[config.mk]
export PLATFORM = sky130hd
export DESIGN_NAME = muldiv_unit
export DESIGN_NICKNAME = d
export VERILOG_FILES = /design/src/rtl/muldiv_pkg.sv /design/src/rtl/muldiv_sign_fix.sv /design/src/rtl/muldiv_unit.sv
export SDC_FILE = /design/constraint.sdc
export NUM_CORES = 1
export LEC_CHECK = 0
export CORE_UTILIZATION = 45
export DETAILED_ROUTE_END_ITERATION = 12
export PLACE_DENSITY_LB_ADDON = 0.08
export SLEW_MARGIN = 20
export SYNTH_ARGS = -nofsm -noshare
export SYNTH_HDL_FRONTEND = slang
export SYNTH_SLANG_ARGS = --single-unit
[constraint.sdc]
create_clock -name clock -period 4.25 [get_ports clock]
set_input_delay 1.0625 -clock clock [delete_from_list [all_inputs] [get_ports clock]]
set_output_delay 1.0625 -clock clock [all_outputs]
set_load 0.03 [all_outputs]
[src/rtl/muldiv_pkg.sv]
// Shared types and opcode helpers for the RV32M multiply/divide unit.
// Used by muldiv_unit and muldiv_sign_fix (optional MULDIV_FAST_MUL_EN lives in the top).
package muldiv_pkg;

  typedef enum logic [2:0] {
    OP_MUL    = 3'b000,
    OP_MULH   = 3'b001,
    OP_MULHSU = 3'b010,
    OP_MULHU  = 3'b011,
    OP_DIV    = 3'b100,
    OP_DIVU   = 3'b101,
    OP_REM    = 3'b110,
    OP_REMU   = 3'b111
  } muldiv_op_e;

  typedef enum logic [1:0] {
    S_IDLE = 2'd0,
    S_BUSY = 2'd1,
    S_DONE = 2'd2
  } muldiv_state_e;

  function automatic logic is_div(input muldiv_op_e op);
    return op inside {OP_DIV, OP_DIVU, OP_REM, OP_REMU};
  endfunction

  function automatic logic is_signed_a(input muldiv_op_e op);
    return op inside {OP_MUL, OP_MULH, OP_MULHSU, OP_DIV, OP_REM};
  endfunction

  function automatic logic is_signed_b(input muldiv_op_e op);
    return op inside {OP_MUL, OP_MULH, OP_DIV, OP_REM};
  endfunction

endpackage

[src/rtl/muldiv_sign_fix.sv]
// Combinational sign handling: operand magnitudes at accept time, and
// negate/select of the unsigned product or quotient/remainder at result time.
module muldiv_sign_fix
  import muldiv_pkg::*;
#(
  parameter int XLEN = 32
) (
  input  muldiv_op_e         i_op,
  input  logic [XLEN-1:0]    i_val_a,
  input  logic [XLEN-1:0]    i_val_b,
  output logic [XLEN-1:0]    o_abs_a,
  output logic [XLEN-1:0]    o_abs_b,
  output logic               o_neg_q,
  output logic               o_neg_r,
  input  muldiv_op_e         i_res_op,
  input  logic [2*XLEN-1:0]  i_acc,
  input  logic               i_res_neg_q,
  input  logic               i_res_neg_r,
  output logic [XLEN-1:0]    o_result
);

  logic              w_sa;
  logic              w_sb;
  logic [2*XLEN-1:0] w_prod;
  logic [XLEN-1:0]   w_quot;
  logic [XLEN-1:0]   w_rem;

  always_comb begin
    w_sa    = is_signed_a(i_op) & i_val_a[XLEN-1];
    w_sb    = is_signed_b(i_op) & i_val_b[XLEN-1];
    o_abs_a = w_sa ? -i_val_a : i_val_a;
    o_abs_b = w_sb ? -i_val_b : i_val_b;
    o_neg_q = w_sa ^ w_sb;
    o_neg_r = w_sa;
  end

  // Accumulator holds {hi, lo}: product for mul, {remainder, quotient} for div.
  always_comb begin
    w_prod   = i_res_neg_q ? -i_acc : i_acc;
    w_quot   = i_res_neg_q ? -i_acc[XLEN-1:0] : i_acc[XLEN-1:0];
    w_rem    = i_res_neg_r ? -i_acc[2*XLEN-1:XLEN] : i_acc[2*XLEN-1:XLEN];
    o_result = '0;
    case (i_res_op)
      OP_MUL:                       o_result = w_prod[XLEN-1:0];
      OP_MULH, OP_MULHSU, OP_MULHU: o_result = w_prod[2*XLEN-1:XLEN];
      OP_DIV, OP_DIVU:              o_result = w_quot;
      OP_REM, OP_REMU:              o_result = w_rem;
      default:                      o_result = '0;
    endcase
  end

endmodule

[src/rtl/muldiv_unit.sv]
// Iterative RV32M multiply/divide unit with valid/ready on both sides.
// Define MULDIV_FAST_MUL_EN to compute MUL* ops in a single cycle.
module muldiv_unit
  import muldiv_pkg::*;
#(
  parameter int XLEN = 32
) (
  input  logic            clock,
  input  logic            reset,
  input  logic            in_valid,
  output logic            in_ready,
  input  logic [2:0]      funct3,
  input  logic [XLEN-1:0] valA,
  input  logic [XLEN-1:0] valB,
  input  logic [4:0]      rd_in,
  input  logic            kill,
  output logic            out_valid,
  input  logic            out_ready,
  output logic [XLEN-1:0] result,
  output logic [4:0]      rd_out
);

  localparam int CW = $clog2(XLEN);

  muldiv_state_e   r_state;
  muldiv_state_e   w_state_nxt;
  muldiv_op_e      r_op;
  muldiv_op_e      w_op_in;
  logic [4:0]      r_rd;
  logic [CW-1:0]   r_cnt;
  logic [XLEN-1:0] r_acc_hi;
  logic [XLEN-1:0] r_acc_lo;
  logic [XLEN-1:0] r_b;
  logic            r_neg_q;
  logic            r_neg_r;

  logic            w_accept;
  logic            w_div_in;
  logic            w_b_zero;
  logic            w_ovf;
  logic            w_short;
  logic [XLEN-1:0] w_abs_a;
  logic [XLEN-1:0] w_abs_b;
  logic            w_neg_q;
  logic            w_neg_r;
  logic [XLEN:0]   w_mul_sum;
  logic [XLEN:0]   w_trial;
  logic [XLEN-1:0] w_result;
`ifdef MULDIV_FAST_MUL_EN
  logic [2*XLEN-1:0] w_fast_prod;
  assign w_fast_prod = {{XLEN{1'b0}}, w_abs_a} * {{XLEN{1'b0}}, w_abs_b};
`endif

  assign w_op_in  = muldiv_op_e'(funct3);
  assign w_accept = in_valid && (r_state == S_IDLE) && !kill;
  assign w_div_in = is_div(w_op_in);
  assign w_b_zero = (valB == '0);
  assign w_ovf    = w_div_in && is_signed_a(w_op_in) &&
                    (valA == {1'b1, {(XLEN-1){1'b0}}}) && (valB == '1);
`ifdef MULDIV_FAST_MUL_EN
  assign w_short  = !w_div_in || (w_div_in && (w_b_zero || w_ovf));
`else
  assign w_short  = w_div_in && (w_b_zero || w_ovf);
`endif

  // Shift-add multiply and restoring-divide steps share the {hi, lo} accumulator.
  assign w_mul_sum = {1'b0, r_acc_hi} + (r_acc_lo[0] ? {1'b0, r_b} : {(XLEN+1){1'b0}});
  assign w_trial   = {r_acc_hi, r_acc_lo[XLEN-1]} - {1'b0, r_b};

  muldiv_sign_fix #(.XLEN(XLEN)) u_sign_fix (
    .i_op        (w_op_in),
    .i_val_a     (valA),
    .i_val_b     (valB),
    .o_abs_a     (w_abs_a),
    .o_abs_b     (w_abs_b),
    .o_neg_q     (w_neg_q),
    .o_neg_r     (w_neg_r),
    .i_res_op    (r_op),
    .i_acc       ({r_acc_hi, r_acc_lo}),
    .i_res_neg_q (r_neg_q),
    .i_res_neg_r (r_neg_r),
    .o_result    (w_result)
  );

  always_ff @(posedge clock) begin
    if (reset) r_state <= S_IDLE;
    else       r_state <= w_state_nxt;
  end

  always_comb begin
    w_state_nxt = r_state;
    case (r_state)
      S_IDLE: if (w_accept) w_state_nxt = w_short ? S_DONE : S_BUSY;
      S_BUSY: if (r_cnt == '0) w_state_nxt = S_DONE;
      S_DONE: if (out_ready) w_state_nxt = S_IDLE;
      default: w_state_nxt = S_IDLE;
    endcase
    if (kill) w_state_nxt = S_IDLE;
  end

  always_ff @(posedge clock) begin
    if (reset) begin
      r_op     <= OP_MUL;
      r_rd     <= '0;
      r_cnt    <= '0;
      r_acc_hi <= '0;
      r_acc_lo <= '0;
      r_b      <= '0;
      r_neg_q  <= 1'b0;
      r_neg_r  <= 1'b0;
    end else if (w_accept) begin
      r_op  <= w_op_in;
      r_rd  <= rd_in;
      r_cnt <= CW'(XLEN-1);
      r_b   <= w_abs_b;
      // Special cases preload the accumulator so the normal result path yields the answer unmodified.
      if (w_div_in && w_b_zero) begin
        r_acc_hi <= valA;
        r_acc_lo <= '1;
        r_neg_q  <= 1'b0;
        r_neg_r  <= 1'b0;
      end else if (w_ovf) begin
        r_acc_hi <= '0;
        r_acc_lo <= valA;
        r_neg_q  <= 1'b0;
        r_neg_r  <= 1'b0;
`ifdef MULDIV_FAST_MUL_EN
      end else if (!w_div_in) begin
        {r_acc_hi, r_acc_lo} <= w_fast_prod;
        r_neg_q  <= w_neg_q;
        r_neg_r  <= w_neg_r;
`endif
      end else begin
        r_acc_hi <= '0;
        r_acc_lo <= w_abs_a;
        r_neg_q  <= w_neg_q;
        r_neg_r  <= w_neg_r;
      end
    end else if (r_state == S_BUSY) begin
      r_cnt <= r_cnt - CW'(1);
      if (!is_div(r_op)) begin
        r_acc_hi <= w_mul_sum[XLEN:1];
        r_acc_lo <= {w_mul_sum[0], r_acc_lo[XLEN-1:1]};
      end else if (!w_trial[XLEN]) begin
        r_acc_hi <= w_trial[XLEN-1:0];
        r_acc_lo <= {r_acc_lo[XLEN-2:0], 1'b1};
      end else begin
        r_acc_hi <= {r_acc_hi[XLEN-2:0], r_acc_lo[XLEN-1]};
        r_acc_lo <= {r_acc_lo[XLEN-2:0], 1'b0};
      end
    end
  end

  assign in_ready  = (r_state == S_IDLE);
  assign out_valid = (r_state == S_DONE);
  assign result    = out_valid ? w_result : '0;
  assign rd_out    = r_rd;

endmodule
==> results of run 1 <==
## what timing repair did
action                                  CTS  global route
gates resized for setup                 144            66
setup buffers                            11             6
gates cloned                              1             0
pin swaps                                56            60
endpoints found under the setup margin   32            33
## logic make-up after synthesis
group / Yosys count
buf+inv: 208
mux: 51
simple gates: 638
compound gates: 608
flops: 113
fa+ha+maj: 73
xor+xnor: 189
## where the power goes
part / internal (mW) / switching (mW) / total [mW]
sequential: 1.14 / 0.0927 / 1.23
combinational: 1.08 / 1.50 / 2.58
clock: 0.844 / 0.596 / 1.44
total: 3.06 / 2.19 / 5.25
## sequential cells by signal, summed over array words and instances (netlist names)
register	flops
r_neg_q	1
rd_out	5
r_acc_lo	32
r_neg_r	1
r_b	32
r_acc_hi	32
r_op	3
r_state	2
r_cnt	5
## cell type report
cell class | count | area share
Tap cell | 384 | 0.0281
Inverter | 67 | 0.0147
Timing Repair Buffer | 308 | 0.158
Clock inverter | 13 | 0.00746
Clock buffer | 19 | 0.0265
Sequential cell | 113 | 0.133
Multi-Input combinational cell | 1559 | 0.633
## critical path, cell delays in order, from the launching register on
cell	delay, ps
dfxtp_2	330
or4_4	550
or4_4	520
nor4_4	320
buf_4	190
nand4_4	120
buf_12	200
o21ai_2	120
xnor2_1	80
a222oi_1	470
nor2_1	80
buf_4	180
## Yosys cell counts, types with 8 or more instances
cell	count	area, sq um
mux2i_1	41	410
nand3_1	38	190
buf_2	9	45.0
xor2_1	66	578
buf_1	13	48.8
o21ai_0	137	686
a211oi_1	47	353
nand2_1	199	747
clkbuf_1	116	435
or3_1	29	181
nand3b_1	9	67.6
o21bai_1	12	90.1
a221oi_1	32	280
a21oi_1	174	871
a222oi_1	13	130
nor4_1	17	106
nor2b_1	9	56.3
a311oi_1	9	78.8
ha_1	71	888
and2_1	12	75.1
mux2_2	10	113
or4_1	14	105
o31ai_1	34	255
o21a_1	10	75.1
dfxtp_1	113	2260
inv_1	67	251
o211ai_1	9	67.6
a22oi_1	8	60.1
a21o_1	38	285
or2_2	9	56.3
nor2_1	175	657
xnor2_1	123	1080
a31oi_1	8	50.1
nand2b_1	11	68.8
nand4_1	26	163
nor3_1	60	300
o41ai_1	15	131
## per-layer routing
metal	track usage	wire length, um
met2	0.619	26100
met3	0.0537	4150
met5	0	0
met4	0.184	3100
met1	0.462	23000
## worst max path at each step
stage,startpoint,to,slack (ps),cells past startpoint
after global routing,r_acc_hi[6],result[16],-530,10
after detailed placement,valB[6],r_acc_hi[3],-120,10
after floorplan,r_acc_hi[0],result[18],-140,11
after global placement,valB[6],r_acc_hi[3],-130,10
final,r_acc_lo[20],result[22],-400,11
after CTS,r_acc_hi[0],result[18],-450,12
## cell usage in the layout (no fill, tap or decap), types with 12 or more instances in the layout
master,instances
buf_4,199
nand2_1,194
nor2_1,171
a21oi_1,167
xnor2_1,113
dfxtp_1,105
o21ai_0,97
clkdlybuf4s50_1,82
ha_1,70
inv_1,64
xor2_1,63
nor3_1,57
a211oi_1,46
mux2i_1,41
a21o_1,38
nand3_1,36
a221oi_1,31
o31ai_1,30
nand4_1,26
or3_1,24
buf_6,18
o21ai_2,17
clkbuf_16,17
nor4_1,15
o21ai_1,14
o41ai_1,13
a222oi_1,13
and2_1,12
or4_1,12
o21ai_4,12
o21bai_1,12
==> flow_metrics.env, run 1 <==
export IMPL_outcome="finished, violations left"
export IMPL_violations="setup timing"
export IMPL_yosysWarnings=0
export IMPL_synth_main_ff_cell="dfxtp_1"
export IMPL_reg2reg_depth=15
export IMPL_dp_cells=2414
export IMPL_final_core_util=0.594
export IMPL_stdcell_area_sq_mm=0.0171
export IMPL_io_buffers=115
export IMPL_antenna_cells=0
export IMPL_rows=62
export IMPL_ant_nets=0
export IMPL_hold_path_end="rd_out[3]"
export IMPL_hold_slack_ps=456
export IMPL_setup_tns_ps=-7320
export IMPL_synth_xor_area_share=0.125
export IMPL_cts_buffers=17
export IMPL_cp_data_arrival_time_ps=3590
export IMPL_wl_per_cell_um=22.9
export IMPL_slew_headroom=0.292
export IMPL_num_nets_final=2216
export IMPL_synth_top_family_by_area="compound AO/OA/AOI/OAI gates"
export IMPL_finalCritPeriodShare=1.09
export IMPL_max_freq_ghz=0.215
export IMPL_place_area_sq_mm=0.0157
export IMPL_worst_slack_ps=-403
export IMPL_clockBufferDepth=2
export IMPL_hold_path_startpoint="rd_out[3]"
export IMPL_worstMarginPinSlew_ps=1060
export IMPL_synth_simple_gate_area_share=0.233
export IMPL_gr_usage_all_layers=0.370
export IMPL_die_area_sq_mm=0.0300
export IMPL_coreArea_sq_mm=0.0288
export IMPL_insertion_delay_ps=430
export IMPL_r2r_slack_ps=220
export IMPL_synthMuxAreaShare=0.0396
export IMPL_first_pass_iters=6
export IMPL_drv_cap=0
export IMPL_vias=15400
export IMPL_grt_max_degree=93
export IMPL_seq_area_sq_mm=0.00227
export IMPL_antenna_found_initial=0
export IMPL_synth_seq_cells=113
export IMPL_routabilityCongestion=1.04
export IMPL_timing_rr_end="r_acc_hi[3]"
export IMPL_clk_pin_slew_worst_paths_ps=60
export IMPL_dr_first_iter_drc_count=1568
export IMPL_postCtsHoldBufs=0
export IMPL_power_mw=5.25
export IMPL_avgSynthCellArea_sq_um=7.02
export IMPL_required_ps=3190
export IMPL_die_y_um=173
export IMPL_hpwl_mm=44.7
export IMPL_start_util=0.459
export IMPL_cts_tree="built"
export IMPL_finalHoldViolCount=0
export IMPL_syn_area_sq_mm=0.0132
export IMPL_avgViaCountPerCell=6.26
export IMPL_fin_crit_ps=4650
export IMPL_die_x_um=173
export IMPL_drt_total_wl_mm=56.3
export IMPL_layoutNonFillerInstCount=2463
export IMPL_grt_overflow=0
export IMPL_rsz0062_at_grt="true"
export IMPL_synth_edf_count=0
export IMPL_n_fill_cell=2720
export IMPL_skew_ps=11.4
export IMPL_htreeDepth=4
export IMPL_synthAdderAreaFrac=0.0703
export IMPL_p_per_area_mw_per_mm2=307
export IMPL_cts_sinks=113
export IMPL_startpoint_type="flip-flop"
export IMPL_drc=0
export IMPL_grt_pass1_wl_mm=86.2
export IMPL_synth_compound_area_share=0.299
export IMPL_synthesis_nets=2030
export IMPL_hold_path_depth=2
export IMPL_grt_pass1_vias=14400
export IMPL_multi_input_area_sq_mm=0.0108
export IMPL_ioPinCount=116
export IMPL_syn_inst=1880
export IMPL_cp_max_fo=7
export IMPL_synth_cell_types=77
export IMPL_drive_gt1_frac=0.195
export IMPL_r2r_start="r_acc_lo[31]"
export IMPL_pre_cts_ws_ps=-119
export IMPL_hp_class="reg -> reg"
export IMPL_async_reset_ff_frac=0
export IMPL_cts_root_buffer="clkbuf_16"
export IMPL_areaGrowthSynthToFinish_pct=29.5
export IMPL_leakagePower_nw=6.68
export IMPL_ys_seq_area_frac=0.171
export IMPL_endpoint_kind="primary output"
export IMPL_worst_setup_path_type="reg -> out"
export IMPL_ir_drop_v=0.000250
export IMPL_finalMaxSlewViolations=0
export IMPL_setup_violations=31
Power figures use the tool's default switching activity.
==> run 2: changes to the inputs <==
CORE_UTILIZATION = 40   (was 45)
SKIP_CTS_REPAIR_TIMING = 1   (was default)
clock period = 5.1 ns   (was 4.25 ns; I/O delays follow)
==> run 2 against run 1 <==
  * The run now ends clean
  * Final cell count shrank 0.77%
  * Count of clock-buffer cells in the layout shrank 1
  * Utilization fell by 10 points
  * Non-clock buffer count down 77
  * Global-route usage is 2.1 points lower
  * Hold slack got worse by 4.0 ps
  * Via count decreased by 1.9%
  * Sequential cell count unchanged
  * Worst setup slack improved by 530 ps
  * Die area is 12% higher
  * Critical path depth down 1
  * Highest routed layer unchanged
  * Critical endpoint is now result[18]
  * Register-to-register slack better by 470 ps
==> flow_metrics.env, run 2 (same netlist as run 1, synthesis figures left out) <==
export IMPL_num_nets_final=2139
export IMPL_outcome="finished, final reports clean"
export IMPL_gr_usage_all_layers=0.349
export IMPL_grt_pass1_wl_mm=88.3
export IMPL_ir_drop_v=0.000243
export IMPL_cts_root_buffer="clkbuf_16"
export IMPL_hpwl_mm=46.9
export IMPL_antenna_cells=0
export IMPL_antenna_found_initial=2
export IMPL_htreeDepth=4
export IMPL_areaGrowthSynthToFinish_pct=21.0
export IMPL_drv_cap=0
export IMPL_avgViaCountPerCell=6.19
export IMPL_power_mw=4.14
export IMPL_die_x_um=184
export IMPL_cp_max_fo=4
export IMPL_reg_top3="r_acc_hi x32, r_acc_lo x32, r_b x32"
export IMPL_finalMaxSlewViolations=0
export IMPL_drt_total_wl_mm=58.6
export IMPL_seq_power_share=0.251
export IMPL_final_common_cell="nand2_1"
export IMPL_clockBufferDepth=2
export IMPL_pre_cts_ws_ps=178
export IMPL_cp_data_arrival_time_ps=3700
export IMPL_routabilityCongestion=1.02
export IMPL_grt_max_degree=69
export IMPL_endpoint_kind="primary output"
export IMPL_coreArea_sq_mm=0.0325
export IMPL_n_fill_cell=3438
export IMPL_fin_crit_ps=4980
export IMPL_final_cell_mix="199 x nand2_1, 174 x a21oi_1, 172 x nor2_1"
export IMPL_startpoint_type="flip-flop"
export IMPL_cts_sinks=113
export IMPL_ioPinCount=116
export IMPL_die_y_um=184
export IMPL_cts_tree="built"
export IMPL_io_buffers=115
export IMPL_die_area_sq_mm=0.0337
export IMPL_place_area_sq_mm=0.0152
export IMPL_p_sw_frac=0.426
export IMPL_clkPwrFrac=0.290
export IMPL_slew_headroom=0.325
export IMPL_stdcell_area_sq_mm=0.0160
export IMPL_leakagePower_nw=6.45
export IMPL_power_switching_mw=1.76
export IMPL_setup_tns_ps=0
export IMPL_required_ps=3830
export IMPL_worst_setup_path_type="reg -> out"
export IMPL_p_per_area_mw_per_mm2=259
export IMPL_cts_buffers=17
export IMPL_clk_pin_slew_worst_paths_ps=60
export IMPL_drc=0
export IMPL_drive_gt1_frac=0.113
export IMPL_ant_nets=0
export IMPL_rows=66
export IMPL_vias=15100
export IMPL_start_util=0.406
export IMPL_finalCritPeriodShare=0.976
export IMPL_hp_class="reg -> reg"
export IMPL_worst_slack_ps=123
export IMPL_wl_per_cell_um=24.0
export IMPL_skew_ps=12.7
export IMPL_dr_first_iter_drc_count=1406
export IMPL_max_freq_ghz=0.201
export IMPL_grt_overflow=0
export IMPL_worstMarginPinSlew_ps=1010
export IMPL_insertion_delay_ps=450
export IMPL_rsz0062_at_grt="true"
export IMPL_setup_violations=0
export IMPL_finalHoldViolCount=0
export IMPL_grt_pass1_vias=14300
export IMPL_p_int_mw=2.37
export IMPL_comb_power_share=0.460
export IMPL_first_pass_iters=6
==> run 2: cell types whose count changed in the layout (fill, tap and decap cells not counted), moves of 9 or more <==
cell and change:
o21ai_0 +34, xnor2_2 -9, o21ai_2 -15, dlymetal6s2s_1 +21, o21ai_4 -12, buf_4 -76, buf_6 -18, xnor2_1 +10
==> run 2: stage by stage <==
step	hold WS, ps	instances	utilization
2_1_floorplan	432	1880	-
3_3_place_gp	443	2400	0.466
3_5_place_dp	449	2400	0.466
4_1_cts	455	2432	0.484
5_1_grt	473	2444	0.491
6_report	452	2444	0.491
==> run 2: worst paths after layout <==
kind | start | to | slack (ps) | cells past startpoint
worst min-delay path | r_b[30] | r_b[30] | 450 | 2
worst max register to register | r_acc_lo[31] | r_acc_hi[4] | 690 | 13
worst max-delay path | r_acc_hi[8] | result[18] | 120 | 10
worst min register to register | r_b[30] | r_b[30] | 450 | 2
==> run 2: power by group through the flow <==
stage / Sequential [mW] / Clock, mW / Combinational (mW)
6_report: 1.04 / 1.20 / 1.90
3_3_place_gp: 1.05 / 0 / 1.83
2_1_floorplan: 1.02 / 0 / 1.19
5_1_grt: 1.05 / 1.25 / 2.04
4_1_cts: 1.03 / 1.22 / 1.83
3_5_place_dp: 1.05 / 0 / 1.83
==> run 2: cell type report <==
class | count | area, sq um | area share
clock buffers | 18 | 439 | 0.0275
clock inverters | 14 | 134 | 0.00838
repair buffers | 231 | 2080 | 0.130
inverters | 67 | 254 | 0.0159
flip-flops and latches | 113 | 2280 | 0.143
well taps | 442 | 553 | 0.0346
multi-input cells | 1559 | 10200 | 0.641
==> run 2: worst max-delay path: stages, from the launching register on <==
cell and delay (ps):
dfxtp_2 340, or4_4 540, or4_4 500, or3_4 390
or4b_4 530, nor3_4 200, o22ai_2 100, xor2_1 200
nor2_1 80, a211oi_2 170, buf_4 200
==> run 2: per-layer routing <==
layer | up-vias | track usage | wire (um)
met5 | - | 0 | 0
met1 | 7205 | 0.445 | 24900
met3 | 125 | 0.0471 | 3910
met4 | 0 | 0.174 | 2920
li1 | 7117 | - | -
met2 | 670 | 0.574 | 26900
==> run 3: changes to the inputs <==
CORE_MARGIN = 4   (was default)
==> run 3 against run 2 <==
  * Count of clock-buffer cells in the layout up 8
  * Non-clock buffer count down 18
  * Critical endpoint unchanged
  * Sequential share of layout area up 0.053 points
  * Global-route usage down 4.7 points
  * Sequential power about the same
  * Largest cell class unchanged
  * Combinational power down 3%
  * Routed wire length down 3.9%
  * Critical path depth up 2
  * Worst setup slack worse by 36 ps
  * Utilization down 0.37 points
==> flow_metrics.env, run 3 (same netlist as run 1, synthesis figures left out) <==
export IMPL_cp_max_fo=6
export IMPL_leakagePower_nw=6.42
export IMPL_gr_usage_all_layers=0.302
export IMPL_die_x_um=190
export IMPL_layoutNonFillerInstCount=2425
export IMPL_clk_pin_slew_worst_paths_ps=50
export IMPL_start_util=0.406
export IMPL_antenna_found_initial=0
export IMPL_final_common_cell="nand2_1"
export IMPL_rows=66
export IMPL_required_ps=3830
export IMPL_slew_headroom=0.327
export IMPL_cts_sinks=113
export IMPL_cp_slowest_cell="or4b_4"
export IMPL_path_cells="inv_4 > ha_2 > or3b_4 > or4_4 > or3_4 > or4b_4 > nor3_2 > o22ai_1 > xor2_1 > nor2_2 > a211oi_2 > buf_4"
export IMPL_die_area_sq_mm=0.0360
export IMPL_finalMaxSlewViolations=0
export IMPL_cp_data_arrival_time_ps=3740
export IMPL_antenna_cells=0
export IMPL_fin_crit_ps=5010
export IMPL_max_freq_ghz=0.200
export IMPL_vias=14800
export IMPL_ir_drop_v=0.000236
export IMPL_drc=0
export IMPL_crit_family="simple AND/OR/NAND/NOR gates"
export IMPL_p_int_mw=2.49
export IMPL_cts_tree="built"
export IMPL_hold_slack_ps=455
export IMPL_worst_setup_path_type="reg -> out"
export IMPL_grt_util_met2=0.492
export IMPL_endpoint_kind="primary output"
export IMPL_coreArea_sq_mm=0.0325
export IMPL_power_switching_mw=1.65
export IMPL_p_per_area_mw_per_mm2=261
export IMPL_outcome="finished, final reports clean"
export IMPL_critical_path_max_stage_delay_ps=550
export IMPL_first_pass_iters=6
export IMPL_reg2reg_depth=13
export IMPL_grt_met1_usage=0.399
export IMPL_io_buffers=115
export IMPL_grt_pass1_vias=14000
export IMPL_ant_nets=0
export IMPL_dp_cells=2390
export IMPL_grt_pass1_wl_mm=85.1
export IMPL_drt_total_wl_mm=56.3
export IMPL_seq_power_share=0.251
export IMPL_htreeDepth=4
export IMPL_insertion_delay_ps=440
export IMPL_finalHoldViolCount=0
export IMPL_finalCritPeriodShare=0.983
export IMPL_skew_ps=10.6
export IMPL_comb_power_share=0.446
export IMPL_clkPwrFrac=0.302
export IMPL_cts_buffers=17
export IMPL_cp_num_cells=12
export IMPL_num_nets_final=2121
export IMPL_wl_per_cell_um=23.2
export IMPL_top_usage_layer="met2"
export IMPL_r2r_slack_ps=980
export IMPL_dr_first_iter_drc_count=1467
export IMPL_ioPinCount=116
export IMPL_reg_top3="r_acc_hi x32, r_acc_lo x32, r_b x32"
export IMPL_drive_gt1_frac=0.0983
export IMPL_grt_overflow=0
export IMPL_rsz0062_at_grt="true"
export IMPL_setup_violations=0
export IMPL_startpoint_type="flip-flop"
export IMPL_routabilityCongestion=1.04
export IMPL_die_y_um=190
export IMPL_worstMarginPinSlew_ps=984
export IMPL_drv_cap=0
export IMPL_final_cell_mix="199 x nand2_1, 173 x a21oi_1, 172 x nor2_1"
export IMPL_cp_buffers_inverters=2
export IMPL_hpwl_mm=45.3
export IMPL_met3_usage=0.0461
export IMPL_p_sw_frac=0.399
export IMPL_avgViaCountPerCell=6.11
export IMPL_hp_class="reg -> reg"
export IMPL_clockBufferDepth=2
export IMPL_areaGrowthSynthToFinish_pct=20.1
export IMPL_cts_root_buffer="clkbuf_16"
export IMPL_grt_max_degree=58
export IMPL_hold_path_depth=2
run 3: cell count changes in the layout (fill, tap and decap cells not counted), moves of 4 or more:
cell,previous run,this run
o21ai_0,131,137
clkinv_4,6,0
buf_4,123,102
dfxtp_1,105,110
dfxtp_2,6,2
o21ai_1,7,1
clkbuf_1,0,5
run 3: through the flow:
stage               total power [mW]  setup TNS (ps)  cell area [sq um]   util  worst slack, ps
floorplan                       2.21               0              13200      -              223
global placement                2.84           -1150              15100  0.465             -107
detailed placement              2.84            -810              15100  0.465            -90.0
CTS                             4.10           -1800              15700  0.483             -216
global route                    4.33           -53.7              15900  0.487            -53.7
finish                          4.14               0              15900  0.487             87.5
run 3: metal layers:
metal | vias to the layer above | share of wire
met5 | - | 0
met1 | 7044 | 0.44
met3 | 97 | 0.066
met4 | 0 | 0.045
met2 | 624 | 0.45
li1 | 7062 | -
run 3: final timing paths:
kind                startpoint          end
setup / recovery   r_acc_hi[1]   result[18]
hold reg to reg        r_b[31]      r_b[31]
hold / removal         r_b[31]      r_b[31]
setup reg to reg  r_acc_lo[31]  r_acc_hi[5]
run 3: cell type report:
type,instances,area [sq um]
Clock buffer,26,499
Clock inverter,5,100
Fill cell,3454,16700
Inverter,67,254
Multi-Input combinational cell,1559,10200
Sequential cell,113,2270
Tap cell,442,553
Timing Repair Buffer,213,1970
run 3: power by group through the flow:
stage	combinational (mW)	sequential, mW	clock [mW]
after floorplan	1.19	1.02	0
after global placement	1.79	1.05	0
after detailed placement	1.79	1.05	0
after CTS	1.80	1.03	1.27
after global routing	1.98	1.05	1.30
final	1.85	1.04	1.25
run 3: worst register-to-register path: stages, from the launching register on:
cell	delay, ps
dfxtp_1	590
inv_1	130
ha_1	270
fa_1	420
nand2b_1	160
o2bb2ai_1	220
o21ai_0	450
a21o_1	290
or2_2	180
a211o_1	160
buf_12	230
mux2_2	400
a221oi_1	390
nor3_1	90
